File: config.mk
export PLATFORM = sky130hd
export DESIGN_NAME = mem2_load_stage
export DESIGN_NICKNAME = d
export VERILOG_FILES = /design/src/rtl/mem2_load_stage_pkg.sv /design/src/rtl/mem2_load_stage_load_align.sv /design/src/rtl/mem2_load_stage.sv
export SDC_FILE = /design/constraint.sdc
export NUM_CORES = 1
export LEC_CHECK = 0
export ABC_AREA = 0
export ABC_CLOCK_PERIOD_IN_PS = 5100
export CAP_MARGIN = 10
export CELL_PAD_IN_SITES_DETAIL_PLACEMENT = 0
export CELL_PAD_IN_SITES_GLOBAL_PLACEMENT = 2
export CORE_MARGIN = 10
export CORE_UTILIZATION = 31
export CTS_CLUSTER_SIZE = 8
export DETAILED_ROUTE_END_ITERATION = 10
export MAX_ROUTING_LAYER = met4
export PLACE_DENSITY_LB_ADDON = 0.1
export SLEW_MARGIN = 5
export SYNTH_ARGS = -nofsm -noshare
export SYNTH_HDL_FRONTEND = slang
export SYNTH_HIERARCHICAL = 1
export SYNTH_SLANG_ARGS = --single-unit
File: constraint.sdc
create_clock -name clk -period 5.1 [get_ports clk]
set_input_delay 0.765 -clock clk [delete_from_list [all_inputs] [get_ports clk]]
set_output_delay 0.765 -clock clk [all_outputs]
set_load 0.03 [all_outputs]
File: src/rtl/mem2_load_stage_pkg.sv
// Shared definitions for the MEM2 load stage: load-type encoding,
// writeback select values and the response-tracking state machine states.
package mem2_load_stage_pkg;

    typedef struct packed {
        logic       read_mem;
        logic [2:0] kind;
    } load_type_t;

    localparam logic [2:0] KIND_LB  = 3'd0;
    localparam logic [2:0] KIND_LBU = 3'd1;
    localparam logic [2:0] KIND_LH  = 3'd2;
    localparam logic [2:0] KIND_LHU = 3'd3;
    localparam logic [2:0] KIND_LW  = 3'd4;
    localparam logic [2:0] KIND_LWL = 3'd5;
    localparam logic [2:0] KIND_LWR = 3'd6;

    localparam logic [1:0] WB_PC8  = 2'd0;
    localparam logic [1:0] WB_ALU  = 2'd1;
    localparam logic [1:0] WB_OUTB = 2'd2;
    localparam logic [1:0] WB_LOAD = 2'd3;

    typedef enum logic [1:0] {
        S_IDLE,
        S_WAIT,
        S_HOLD,
        S_DRAIN
    } mem2_state_t;

endpackage

File: src/rtl/mem2_load_stage_load_align.sv
// Pure combinational load aligner: selects and extends the addressed
// byte/halfword or merges an unaligned LWL/LWR word with the old rt value.
module load_align
    import mem2_load_stage_pkg::*;
(
    input  logic [2:0]  kind,
    input  logic [1:0]  k,
    input  logic [31:0] d,
    input  logic [31:0] rt,
    output logic [31:0] value
);

    logic [4:0]  lwr_shift;
    logic [4:0]  lwl_shift;
    logic [5:0]  lwl_mask_shift;
    logic [31:0] shifted_down;
    logic [31:0] lwl_mask;
    logic [31:0] lwr_mask;
    logic [7:0]  byte_val;
    logic [15:0] half_val;

    // A mask shift of 32 (LWL with k=3) yields an all-zero mask: rt is fully replaced.
    always_comb begin
        lwr_shift      = {k, 3'b000};
        lwl_shift      = {2'd3 - k, 3'b000};
        lwl_mask_shift = {{1'b0, k} + 3'd1, 3'b000};
        shifted_down   = d >> lwr_shift;
        lwl_mask       = 32'hFFFF_FFFF >> lwl_mask_shift;
        lwr_mask       = ~(32'hFFFF_FFFF >> lwr_shift);
        byte_val       = shifted_down[7:0];
        half_val       = k[1] ? d[31:16] : d[15:0];
        value          = d;
        case (kind)
            KIND_LB:  value = {{24{byte_val[7]}}, byte_val};
            KIND_LBU: value = {24'd0, byte_val};
            KIND_LH:  value = {{16{half_val[15]}}, half_val};
            KIND_LHU: value = {16'd0, half_val};
            KIND_LW:  value = d;
            KIND_LWL: value = (d << lwl_shift) | (rt & lwl_mask);
            KIND_LWR: value = shifted_down | (rt & lwr_mask);
            default:  value = d;
        endcase
    end

endmodule

File: src/rtl/mem2_load_stage.sv
// MEM2 pipeline stage: latches the MEM instruction, tracks the outstanding
// DCache read response, and produces the aligned writeback value and stall.
module mem2_load_stage
    import mem2_load_stage_pkg::*;
#(
    parameter logic [31:0] RESET_PC = 32'hBFC0_0000
) (
    input  logic        clk,
    input  logic        rst,
    input  logic        MEM2_Wr,
    input  logic        MEM2_Flush,
    input  logic [31:0] MEM_PC,
    input  logic [31:0] MEM_Instr,
    input  logic [31:0] MEM_ALUOut,
    input  logic [31:0] MEM_OutB,
    input  logic [4:0]  MEM_Dst,
    input  logic        MEM_RegWr,
    input  logic [1:0]  MEM_WbSel,
    input  logic [3:0]  MEM_LoadType,
    input  logic        MEM_ExcValid,
    input  logic        dcache_rvalid,
    input  logic [31:0] dcache_rdata,
    output logic [31:0] MEM2_PC,
    output logic [31:0] MEM2_Instr,
    output logic [4:0]  MEM2_Dst,
    output logic        MEM2_RegWr,
    output logic [31:0] MEM2_Result,
    output logic        MEM2_LoadStall
);

    load_type_t  mem_load;
    mem2_state_t state, next_state;
    logic [31:0] alu_out, out_b, hold_q, load_src, aligned;
    logic [1:0]  wb_sel;
    logic [2:0]  load_kind;
    logic        ld_pend, new_pend, next_pend;

    assign mem_load = load_type_t'(MEM_LoadType);
    assign new_pend = mem_load.read_mem & ~MEM_ExcValid;

    always_ff @(posedge clk) begin
        if (rst || MEM2_Flush) begin
            MEM2_PC    <= RESET_PC;
            MEM2_Instr <= '0;
            MEM2_Dst   <= '0;
            MEM2_RegWr <= 1'b0;
            alu_out    <= '0;
            out_b      <= '0;
            wb_sel     <= '0;
            load_kind  <= '0;
            ld_pend    <= 1'b0;
        end else if (MEM2_Wr) begin
            MEM2_PC    <= MEM_PC;
            MEM2_Instr <= MEM_Instr;
            MEM2_Dst   <= MEM_Dst;
            MEM2_RegWr <= MEM_RegWr & ~MEM_ExcValid;
            alu_out    <= MEM_ALUOut;
            out_b      <= MEM_OutB;
            wb_sel     <= MEM_WbSel;
            load_kind  <= mem_load.kind;
            ld_pend    <= new_pend;
        end
    end

    // A response that arrives while the pipeline is frozen is parked in hold_q.
    always_ff @(posedge clk) begin
        if (rst) begin
            state  <= S_IDLE;
            hold_q <= '0;
        end else begin
            state <= next_state;
            if (state == S_WAIT && dcache_rvalid && !MEM2_Wr && !MEM2_Flush)
                hold_q <= dcache_rdata;
        end
    end

    always_comb begin
        next_state = state;
        next_pend  = MEM2_Flush ? 1'b0 : (MEM2_Wr ? new_pend : ld_pend);
        case (state)
            S_IDLE: begin
                if (MEM2_Wr && !MEM2_Flush && new_pend)
                    next_state = S_WAIT;
            end
            S_WAIT: begin
                if (dcache_rvalid) begin
                    if (MEM2_Flush)
                        next_state = S_IDLE;
                    else if (MEM2_Wr)
                        next_state = next_pend ? S_WAIT : S_IDLE;
                    else
                        next_state = S_HOLD;
                end else if (MEM2_Flush) begin
                    next_state = S_DRAIN;
                end
            end
            S_HOLD: begin
                if (MEM2_Flush)
                    next_state = S_IDLE;
                else if (MEM2_Wr)
                    next_state = next_pend ? S_WAIT : S_IDLE;
            end
            S_DRAIN: begin
                // The stale response is dropped; a load captured meanwhile now waits for its own.
                if (dcache_rvalid)
                    next_state = next_pend ? S_WAIT : S_IDLE;
            end
            default: next_state = S_IDLE;
        endcase
    end

    always_comb begin
        load_src = '0;
        if (state == S_WAIT && dcache_rvalid)
            load_src = dcache_rdata;
        else if (state == S_HOLD)
            load_src = hold_q;
    end

    load_align u_align (
        .kind  (load_kind),
        .k     (alu_out[1:0]),
        .d     (load_src),
        .rt    (out_b),
        .value (aligned)
    );

    always_comb begin
        MEM2_Result = aligned;
        case (wb_sel)
            WB_PC8:  MEM2_Result = MEM2_PC + 32'd8;
            WB_ALU:  MEM2_Result = alu_out;
            WB_OUTB: MEM2_Result = out_b;
            default: MEM2_Result = aligned;
        endcase
    end

    assign MEM2_LoadStall = ld_pend && (state == S_WAIT || state == S_DRAIN)
                            && !(state == S_WAIT && dcache_rvalid);

endmodule

* After elaboration in Yosys (flattened, before gate mapping)
Index checks and enable logic that the tools add are counted.
** Storage, ports and cells
- Word-level logic and storage cells :: 73
- Register bits :: 174
** Operators by class
- $add $sub $neg :: 3
- Bitwise logic cells :: 8
- Eq/ne operators :: 14
- Shifts and indexed selects :: 4
- Muxes and demuxes :: 17
- Reductions and logical operators :: 16
** Operators by type and width (number)
- $pmux 32 s6 :: 1
- $pmux 32 s3 :: 1
- $and 32x32->32 :: 2
- $mux 32 :: 2
- $or 32x32->32 :: 2
- $add 32x4->32 const B :: 1
- $not 32->32 :: 1
- $shl 32x5->32 :: 1
- $shr 32x5->32 :: 1
- $shr 32x5->32 const A :: 1
- $shr 32x6->32 const A :: 1
- $mux 16 :: 1
- $mux 2 :: 8
- $pmux 2 s4 :: 1
- $logic_and 1x1->1 :: 7
- $eq 2x2->1 const B :: 3
- $eq 3x2->1 const B :: 2
- $eq 3x3->1 const B :: 2
- $ne 3x3->1 const B :: 2
- $eq 2x1->1 const B :: 2
- $logic_not 2->1 :: 2
- $ne 2x2->1 const B :: 2
- $reduce_and 4->1 :: 1
- $add 2x1->3 const B :: 1
- other kinds (8) :: 14

* Longest topological paths before layout
Gate-level depths: netlist of the first run.
- Depth after elaboration :: 9
- Depth in mapped cells :: 12
- Mapped depth without buffers :: 11

* Cells and area by module
Netlist of the first run, hierarchy kept.
** By module, submodules not included
- mem2_load_stage :: area an instance 7883.8 um^2, sequential area each 3483.3 um^2, times used 1, cells an instance 815
- load_align :: area an instance 2068.2 um^2, sequential area each 0.0 um^2, times used 1, cells an instance 259

* Worst setup path after synthesis of the first run
OpenSTA, ideal clock, no wires.
- Path type :: input to output
- Start point :: input port dcache_rvalid
- End point :: output port MEM2_Result[26]
- Data arrival time :: 3.334 ns
- Stages :: 10
- Setup slack :: 1.001 ns
- Required time :: 4.335 ns
- Path through :: nand2_1 > nor2_1 > clkbuf_1 > a22o_1 > mux4_2 > nand3_2 > a21o_1 > a31oi_1 > mux2i_1 > a221oi_1
** On the way
- Elaborated cells on any way between the ends :: 9
** RTL lines
- start: declaration :: line mem2_load_stage.sv:21 : input logic dcache_rvalid,
- $logic_and 1x1->1 (*) :: line mem2_load_stage.sv:114 : if (state == S_WAIT && dcache_rvalid)
- $mux 32 (*) :: line mem2_load_stage.sv:114
- named net load_src[15] :: line mem2_load_stage.sv:33 : logic [31:0] alu_out, out_b, hold_q, load_src, aligned;
- $shr 32x5->32 / $mux 16 (equally long branches) :: line mem2_load_stage_load_align.sv:27, mem2_load_stage_load_align.sv:31
- $pmux 32 s6 (*) :: line mem2_load_stage_load_align.sv:33 : case (kind)
- named net aligned[26] :: line mem2_load_stage.sv:33
- $pmux 32 s3 (*) :: line mem2_load_stage.sv:130 : case (wb_sel)
- end: declaration :: line mem2_load_stage.sv:27 : output logic [31:0] MEM2_Result,
The timed path passes the listed nets; every way through them passes the cells marked *.

* Worst setup path after layout of the first run
- Start point :: input port dcache_rvalid
- End point :: output port MEM2_Result[11]
** On the way
- Elaborated cells on any way between the ends :: 9
** RTL lines
- $logic_and 1x1->1 :: line mem2_load_stage.sv:114
- $mux 32 :: line mem2_load_stage.sv:114
- named net load_src[31] :: line mem2_load_stage.sv:33
- $shr 32x5->32 :: line mem2_load_stage_load_align.sv:27 : shifted_down = d >> lwr_shift;
- $pmux 32 s6 :: line mem2_load_stage_load_align.sv:33
- named net aligned[11] :: line mem2_load_stage.sv:33
- $pmux 32 s3 :: line mem2_load_stage.sv:130
The timed path passes the listed nets, and every way through them passes these cells.

==> metrics.md, run 1 <==
| Metric | Value |
|---|---|
| DIE WIDTH | `199 µm` |
| Max-capacitance violation count | `0` |
| Most numerous cell in the Yosys netlist | `sky130_fd_sc_hd__mux2i_1` |
| Number of warnings reported in the yosys synthesis log | `6` |
| Normalized max-slew margin | `approximately 25%` |
| Final core area utilization | `44.4%` |
| Number of iterations in the first detailed-routing pass | `5` |
| Num CTS Buffers | `17` |
| Peak Freq | `about 200 MHz` |
| Final max-slew violation count | `0` |
| Highest fanout seen on the critical path | `16` |
| Syn_nets | `1253` |
| Per-cell via count in the routed design | `slightly above 5` |
| Peak VDD IR | `0.000235 V` |
| Final hold slack | `0.456 ns` |
| Buffer cell driving the clock tree root | `sky130_fd_sc_hd__clkbuf_16` |
| CTS max path bufs | `2` |
| Hold Path Class | `register to register` |
| Register bit total from synthesis | `174` |
| Max H-tree Level | `4` |
| Portion of the post-synthesis area used by sequential elements | `35.0%` |
| Outcome | `complete, no violations` |
| DRC violations left | `0` |
| Starting density of the core | `31.5%` |
| Mean instance size in the synthesized netlist | `9.27 µm²` |
| Leak | `around 5.3 nW` |
| Total Die Area | `~0.040 mm²` |
| Distinct cell type count after synthesis | `58` |
| Aggregate global routing overflow | `0` |
| Post-route standard cell area excluding fillers | `0.0141 mm²` |
| Wire length per cell after detailed routing | `around 23 µm` |
| Final cell count without fillers | `1749` |
| WP data arrival | `4.20 ns` |
| Prevailing post-synth register cell | `sky130_fd_sc_hd__dfxtp_1` |
| Count of final hold-check violations | `0` |
| Quantity of hold-fixing buffers added after cts | `0` |
| Floorplan Core Area | `0.0316 mm²` |
| Leading cell types by count after synthesis | `sky130_fd_sc_hd__mux2i_1, sky130_fd_sc_hd__dfxtp_1, sky130_fd_sc_hd__nor2_1` |
| Critical path cell sequence | `clkdlybuf4s50_1 -> nand2_1 -> nor2_2 -> buf_12 -> a22o_1 -> mux4_2 -> nand2_1 -> o21a_1 -> a31oi_1 -> buf_4 -> mux4_2 -> clkdlybuf4s50_1` |
| CTS tree | `done` |
| Setup Total Neg Slack | `0 ns` |
| Post-route total power | `approximately 3.4 mW` |
| Crit-path leading delay family | `buffers and inverters` |
| Vias in the first global route | `8855` |
| Fin crit share | `97.3%` |
| Unrepaired setup endpoints after global routing | `no` |
| Fraction of registers with async set or reset after synthesis | `0%` |
| Post-CTS Setup Repair Bufs | `0` |
| Slew @ Worst Pin | `1.12 ns` |
| Worst slack after detailed placement | `between 0.15 and 0.2 ns` |
| Placed inst area | `0.0134 mm²` |
| NumNets Final | `1511` |
| Critical path required time | `roughly 4.3 ns` |
| Number of clock sinks seen by CTS | `174` |
| Layout cell share with drive strength beyond 1 | `12.9%` |
| Total wirelength of the detailed-routed design | `39800 µm` |
| Dominant cells by area after synthesis | `sky130_fd_sc_hd__dfxtp_1, sky130_fd_sc_hd__mux2i_1, sky130_fd_sc_hd__mux4_2, sky130_fd_sc_hd__nor2_1, sky130_fd_sc_hd__nand2_1` |
| Worst setup EP type | `output pin` |
| Port Buf Inserts | `280` |
| Pwr Density | `244 mW/mm²` |
| Number of gates resized after cts | `0` |
| Wire length of the first global-routing pass | `~58000 µm` |
| DP HPWL | `30500 µm` |
| Pin count of the biggest net entering global routing | `102` |
| Yosys top cell by area | `sky130_fd_sc_hd__dfxtp_1` |
| Placer congestion estimate | `0.970` |
| Clock latency reported for the late side of the worst-skew pair | `0.44 ns` |
| Final worst slack | `between 0.1 and 0.15 ns` |
| Count of final setup violators | `0` |
| Antenna violations before repair | `0` |
| Antenna-violating nets left | `0` |
| Worst setup SP type | `primary input` |
| Area growth from synthesis to layout | `41.3%` |
| Post-Place Cells | `approximately 1700` |
| Final critical-path required period | `roughly 5 ns` |
| Overall track demand over capacity in global routing | `20.1%` |
| CTS clk-pin slew, worst paths | `about 0.060 ns` |
| Number of instances in the synthesized netlist | `1074` |
| Master of the slowest instance on the critical path | `sky130_fd_sc_hd__clkdlybuf4s50_1` |
| Number of enable flip-flop cells after synthesis | `0` |
| Post-synthesis instance area | `0.00995 mm²` |
| Floorplan die height | `around 200 µm` |
| Core Rows | `65` |
| Worst path buffer plus inverter count | `4` |
| Largest stage delay on the critical path | `0.61 ns` |
| Post-synth top area share | `35.0%` |
| Maximum clock skew at final layout | `0.00611 ns` |
| Number of vias in the routed layout | `9047` |
| I/O pin count | `281` |
| Worst Path Class, Setup | `primary input to output pin` |
| DRC violation total after the first TritonRoute iteration | `723` |
[cell usage in the layout, fill, tap and decap left out, types with 3 or more instances in the layout]
master / instances
sky130_fd_sc_hd__clkdlybuf4s50_1: 258
sky130_fd_sc_hd__mux2i_1: 194
sky130_fd_sc_hd__nor2_1: 172
sky130_fd_sc_hd__dfxtp_1: 170
sky130_fd_sc_hd__nand2_1: 109
sky130_fd_sc_hd__a21oi_1: 61
sky130_fd_sc_hd__buf_4: 45
sky130_fd_sc_hd__mux4_2: 39
sky130_fd_sc_hd__a22o_1: 37
sky130_fd_sc_hd__buf_12: 22
sky130_fd_sc_hd__o21ai_0: 20
sky130_fd_sc_hd__xnor2_1: 19
sky130_fd_sc_hd__clkbuf_16: 17
sky130_fd_sc_hd__o22a_1: 13
sky130_fd_sc_hd__a31oi_1: 13
sky130_fd_sc_hd__nand3_1: 11
sky130_fd_sc_hd__o221ai_1: 10
sky130_fd_sc_hd__o21a_1: 9
sky130_fd_sc_hd__nand4_1: 8
sky130_fd_sc_hd__xor2_1: 8
sky130_fd_sc_hd__nand2b_1: 8
sky130_fd_sc_hd__inv_1: 7
sky130_fd_sc_hd__a221oi_1: 7
sky130_fd_sc_hd__mux2_2: 7
sky130_fd_sc_hd__nor2b_1: 5
sky130_fd_sc_hd__and3_1: 4
sky130_fd_sc_hd__dfxtp_2: 4
sky130_fd_sc_hd__inv_6: 4
sky130_fd_sc_hd__o211ai_1: 4
sky130_fd_sc_hd__or2_2: 4
sky130_fd_sc_hd__nor3_1: 3
sky130_fd_sc_hd__bufinv_16: 3
sky130_fd_sc_hd__clkbuf_8: 3
sky130_fd_sc_hd__o221a_2: 3
sky130_fd_sc_hd__o32a_1: 3
sky130_fd_sc_hd__o22ai_1: 3
sky130_fd_sc_hd__a41o_1: 3
[final timing paths]
path | start | to | slack, ns | depth (start not counted)
max | dcache_rvalid | MEM2_Result[11] | 0.14 | 12
min | hold_q[10] | hold_q[10] | 0.46 | 2
max reg2reg | state[0] | hold_q[18] | 2.95 | 6
min reg2reg | hold_q[10] | hold_q[10] | 0.46 | 2
[power by group]
part	internal, mW	total [mW]	leakage, nW	switching (mW)
registers	1.40	1.44	1.42	0.0465
clock network	0.804	1.41	0.303	0.603
logic	0.310	0.577	3.57	0.268
[metal layers]
layer	vias to the layer above	routed length, µm	GRT usage [%]
li1	4389	-	-
met1	4345	19400	28.0
met2	287	17600	29.5
met3	26	2260	3.67
met4	0	505	4.55
met5	-	0	-
[kinds of logic after synthesis]
| group | count (synthesis) | share of synthesized area [%] |
|---|---|---|
| simple gates | 346 | 15.4 |
| mux | 240 | 29.1 |
| compound gates | 192 | 13.6 |
| flops | 174 | 35.0 |
| buf+inv | 94 | 4.36 |
| xor+xnor | 27 | 2.38 |
| fa+ha+maj | 1 | 0.126 |
[worst reg2reg max path, delay by kind of cell, from the launching register on]
| family | cells | cell delay, ns |
|---|---|---|
| AO/OA/AOI/OAI | 1 | 0.09 |
| buffers and inverters | 1 | 0.28 |
| flip-flops | 1 | 0.40 |
| AND/OR/NAND/NOR | 4 | 1.26 |
[state kept, by name, summed over array words and instances (netlist names)]
signal / flops
out_b: 32
MEM2_RegWr: 1
load_kind: 3
alu_out: 32
hold_q: 32
MEM2_Dst: 5
MEM2_Instr: 32
ld_pend: 1
state: 2
wb_sel: 2
MEM2_PC: 32
[final cells by class]
cell class / instances / area [µm²]
antenna: 2 / 5.00
clock buffer: 21 / 460
clock inverter: 11 / 153
fill: 3133 / 17600
inverter: 7 / 26.3
multi-input combinational: 806 / 6050
sequential: 174 / 3490
tap: 402 / 503
timing repair buffer: 326 / 3370
Power figures use the tool's default switching activity.
==> run 2, diff against run 1 <==
--- a/config.mk
+++ b/config.mk
@@ -14,7 +14,6 @@
 export CORE_UTILIZATION = 31
 export CTS_CLUSTER_SIZE = 8
 export DETAILED_ROUTE_END_ITERATION = 10
-export MAX_ROUTING_LAYER = met4
 export PLACE_DENSITY_LB_ADDON = 0.1
 export SLEW_MARGIN = 5
 export SYNTH_ARGS = -nofsm -noshare
==> metrics.md, run 2 (same netlist as run 1, synthesis figures left out) <==
| Metric | Value |
|---|---|
| Proportion of power drawn by combinational gates | `16.9% (about the same)` |
| Peak VDD IR | `0.000225 V (-4.2%)` |
| NumNets Final | `1513 (+0.13%)` |
| DIE WIDTH | `199 µm (unchanged)` |
| Clock power frac | `40.5% (-0.6 points)` |
| Worst Path Class, Setup | `primary input to output pin` |
| Floorplan die height | `199 µm (unchanged)` |
| Quantity of hold-fixing buffers added after cts | `0 (unchanged)` |
| Number of diodes added for antenna fixing | `0 (-2)` |
| Maximum clock skew at final layout | `0.00838 ns (+0.00227 ns)` |
| Total wirelength of the detailed-routed design | `39700 µm (-0.28%)` |
| Peak Freq | `206 MHz (+2.4%)` |
| Leak | `5.28 nW (about the same)` |
| Hold Path Class | `register to register` |
| Buffer cell driving the clock tree root | `sky130_fd_sc_hd__clkbuf_16` |
| Clock latency reported for the late side of the worst-skew pair | `0.44 ns (about the same)` |
| Count of final hold-check violations | `0 (unchanged)` |
| Highest fanout seen on the critical path | `21 (+5)` |
| Worst setup EP type | `output pin` |
| Pwr Density | `242 mW/mm² (-0.92%)` |
| WP data arrival | `4.09 ns (-0.11 ns)` |
| CTS tree | `done` |
| Most frequent cells in the layout | `sky130_fd_sc_hd__clkdlybuf4s50_1, sky130_fd_sc_hd__mux2i_1, sky130_fd_sc_hd__nor2_1` |
| Per-cell via count in the routed design | `5.18 (about the same)` |
| Pin count of the biggest net entering global routing | `78 (-24%)` |
| Switching Fraction | `26.3% (-0.45 points)` |
| Final core area utilization | `44.4% (about the same)` |
| Post-route total power | `3.39 mW (-1.0%)` |
| Critical path required time | `4.34 ns (about the same)` |
| Num CTS Buffers | `17 (unchanged)` |
| Max H-tree Level | `4 (unchanged)` |
| Final cell count without fillers | `1749 (unchanged)` |
| Aggregate global routing overflow | `0 (unchanged)` |
| Final critical-path required period | `4.85 ns (-0.115 ns)` |
| Commonest non-fill, non-tap cell in the layout | `sky130_fd_sc_hd__clkdlybuf4s50_1` |
| Layout cell share with drive strength beyond 1 | `13.1% (+0.20 points)` |
| DP HPWL | `30300 µm (-0.43%)` |
| Starting density of the core | `31.5% (unchanged)` |
| Placed inst area | `0.0134 mm² (about the same)` |
| Wire length of the first global-routing pass | `58400 µm (+0.27%)` |
| Post-Place Cells | `1716 (+0.058%)` |
| Core Rows | `65 (unchanged)` |
| Slew @ Worst Pin | `1.11 ns (-0.0106 ns)` |
| CTS max path bufs | `2 (unchanged)` |
| Port Buf Inserts | `280 (unchanged)` |
| Antenna violations before repair | `3 (+3)` |
| Vias in the first global route | `8935 (+0.90%)` |
| I/O pin count | `281 (unchanged)` |
| Unrepaired setup endpoints after global routing | `no` |
| DRC violations left | `0 (unchanged)` |
| Fin crit share | `95.1% (-2.2 points)` |
| Number of iterations in the first detailed-routing pass | `5 (unchanged)` |
| Worst slack after detailed placement | `0.132 ns (-0.0675 ns)` |
| Placer congestion estimate | `0.886 (-8.7%)` |
| Sequential share of power | `42.6% (+0.5 points)` |
| Number of clock sinks seen by CTS | `174 (unchanged)` |
| Final hold slack | `0.457 ns (+0.00173 ns)` |
| Final worst slack | `0.250 ns (+0.115 ns)` |
| CTS clk-pin slew, worst paths | `0.07 ns (about the same)` |
| Max-capacitance violation count | `0 (unchanged)` |
| Normalized max-slew margin | `25.7% (+0.71 points)` |
| Overall track demand over capacity in global routing | `19.6% (-0.50 points)` |
| Antenna-violating nets left | `0 (unchanged)` |
| Worst setup SP type | `primary input` |
| Count of final setup violators | `0 (unchanged)` |
| Outcome | `complete, no violations` |
| DRC violation total after the first TritonRoute iteration | `573 (-21%)` |
| Post-route standard cell area excluding fillers | `0.0140 mm² (about the same)` |
| Area growth from synthesis to layout | `41.1% (about the same)` |
| Number of vias in the routed layout | `9055 (+0.088%)` |
| Floorplan Core Area | `0.0316 mm² (unchanged)` |
| Wire length per cell after detailed routing | `22.7 µm (-0.28%)` |
| Internal power contribution | `2.50 mW (-0.42%)` |
| Setup Total Neg Slack | `0 ns (unchanged)` |
| Final max-slew violation count | `0 (unchanged)` |
| Total Die Area | `0.0397 mm² (unchanged)` |
| Net switching power | `0.893 mW (-2.7%)` |
==> run 2: changes by cell type in the layout (fill, tap and decap cells not counted), sizes merged <==
cell / previous run / this run
diode: 2 / 0
clkinvlp: 0 / 1
buf: 67 / 69
clkinv: 4 / 7
inv: 11 / 7
==> run 2: routing by layer <==
metal,vias up,GRT usage [%],wire (µm)
li1,4394,-,-
met1,4357,26.9,18400
met2,272,29.8,17800
met3,26,5.58,3000
met4,6,4.18,473
met5,-,0,36
==> run 2: critical path: stages <==
cell and delay, ns:
sky130_fd_sc_hd__clkdlybuf4s50_1 0.42, sky130_fd_sc_hd__nand2_1 0.13, sky130_fd_sc_hd__nor2_2 0.06, sky130_fd_sc_hd__buf_12 0.15, sky130_fd_sc_hd__a22o_1 0.25, sky130_fd_sc_hd__mux4_2 0.55
sky130_fd_sc_hd__nand2_1 0.10, sky130_fd_sc_hd__o21a_2 0.25, sky130_fd_sc_hd__a31oi_1 0.14, sky130_fd_sc_hd__buf_4 0.17, sky130_fd_sc_hd__mux4_2 0.47, sky130_fd_sc_hd__clkdlybuf4s50_1 0.62
==> run 2: timing repair <==
item                                   CTS  global route
setup endpoints to repair                0             1
setup buffers                            0             0
endpoints found under the hold margin    0             0
resized for setup                        0             1
==> run 2: final cells by class <==
class / instances / area (µm²)
Clock buffer: 21 / 460
Clock inverter: 11 / 140
Fill cell: 3111 / 17600
Inverter: 7 / 26.3
Multi-Input combinational cell: 806 / 6050
Sequential cell: 174 / 3490
Tap cell: 402 / 503
Timing Repair Buffer: 328 / 3380
==> run 2: power groups by stage <==
stage          clock, mW  combinational (mW)  sequential (mW)
6_report            1.37               0.573             1.45
5_1_grt             1.47               0.610             1.45
4_1_cts             1.41               0.578             1.45
3_5_place_dp           0               0.576             1.48
3_3_place_gp           0               0.577             1.48
2_1_floorplan          0               0.253             1.49
==> run 2: worst paths after layout <==
check	start	end	slack (ns)	cells after the start
max	dcache_rvalid	MEM2_Result[11]	0.25	12
max reg2reg	state[0]	hold_q[28]	3.11	6
min	hold_q[17]	hold_q[17]	0.46	2
min reg2reg	hold_q[17]	hold_q[17]	0.46	2
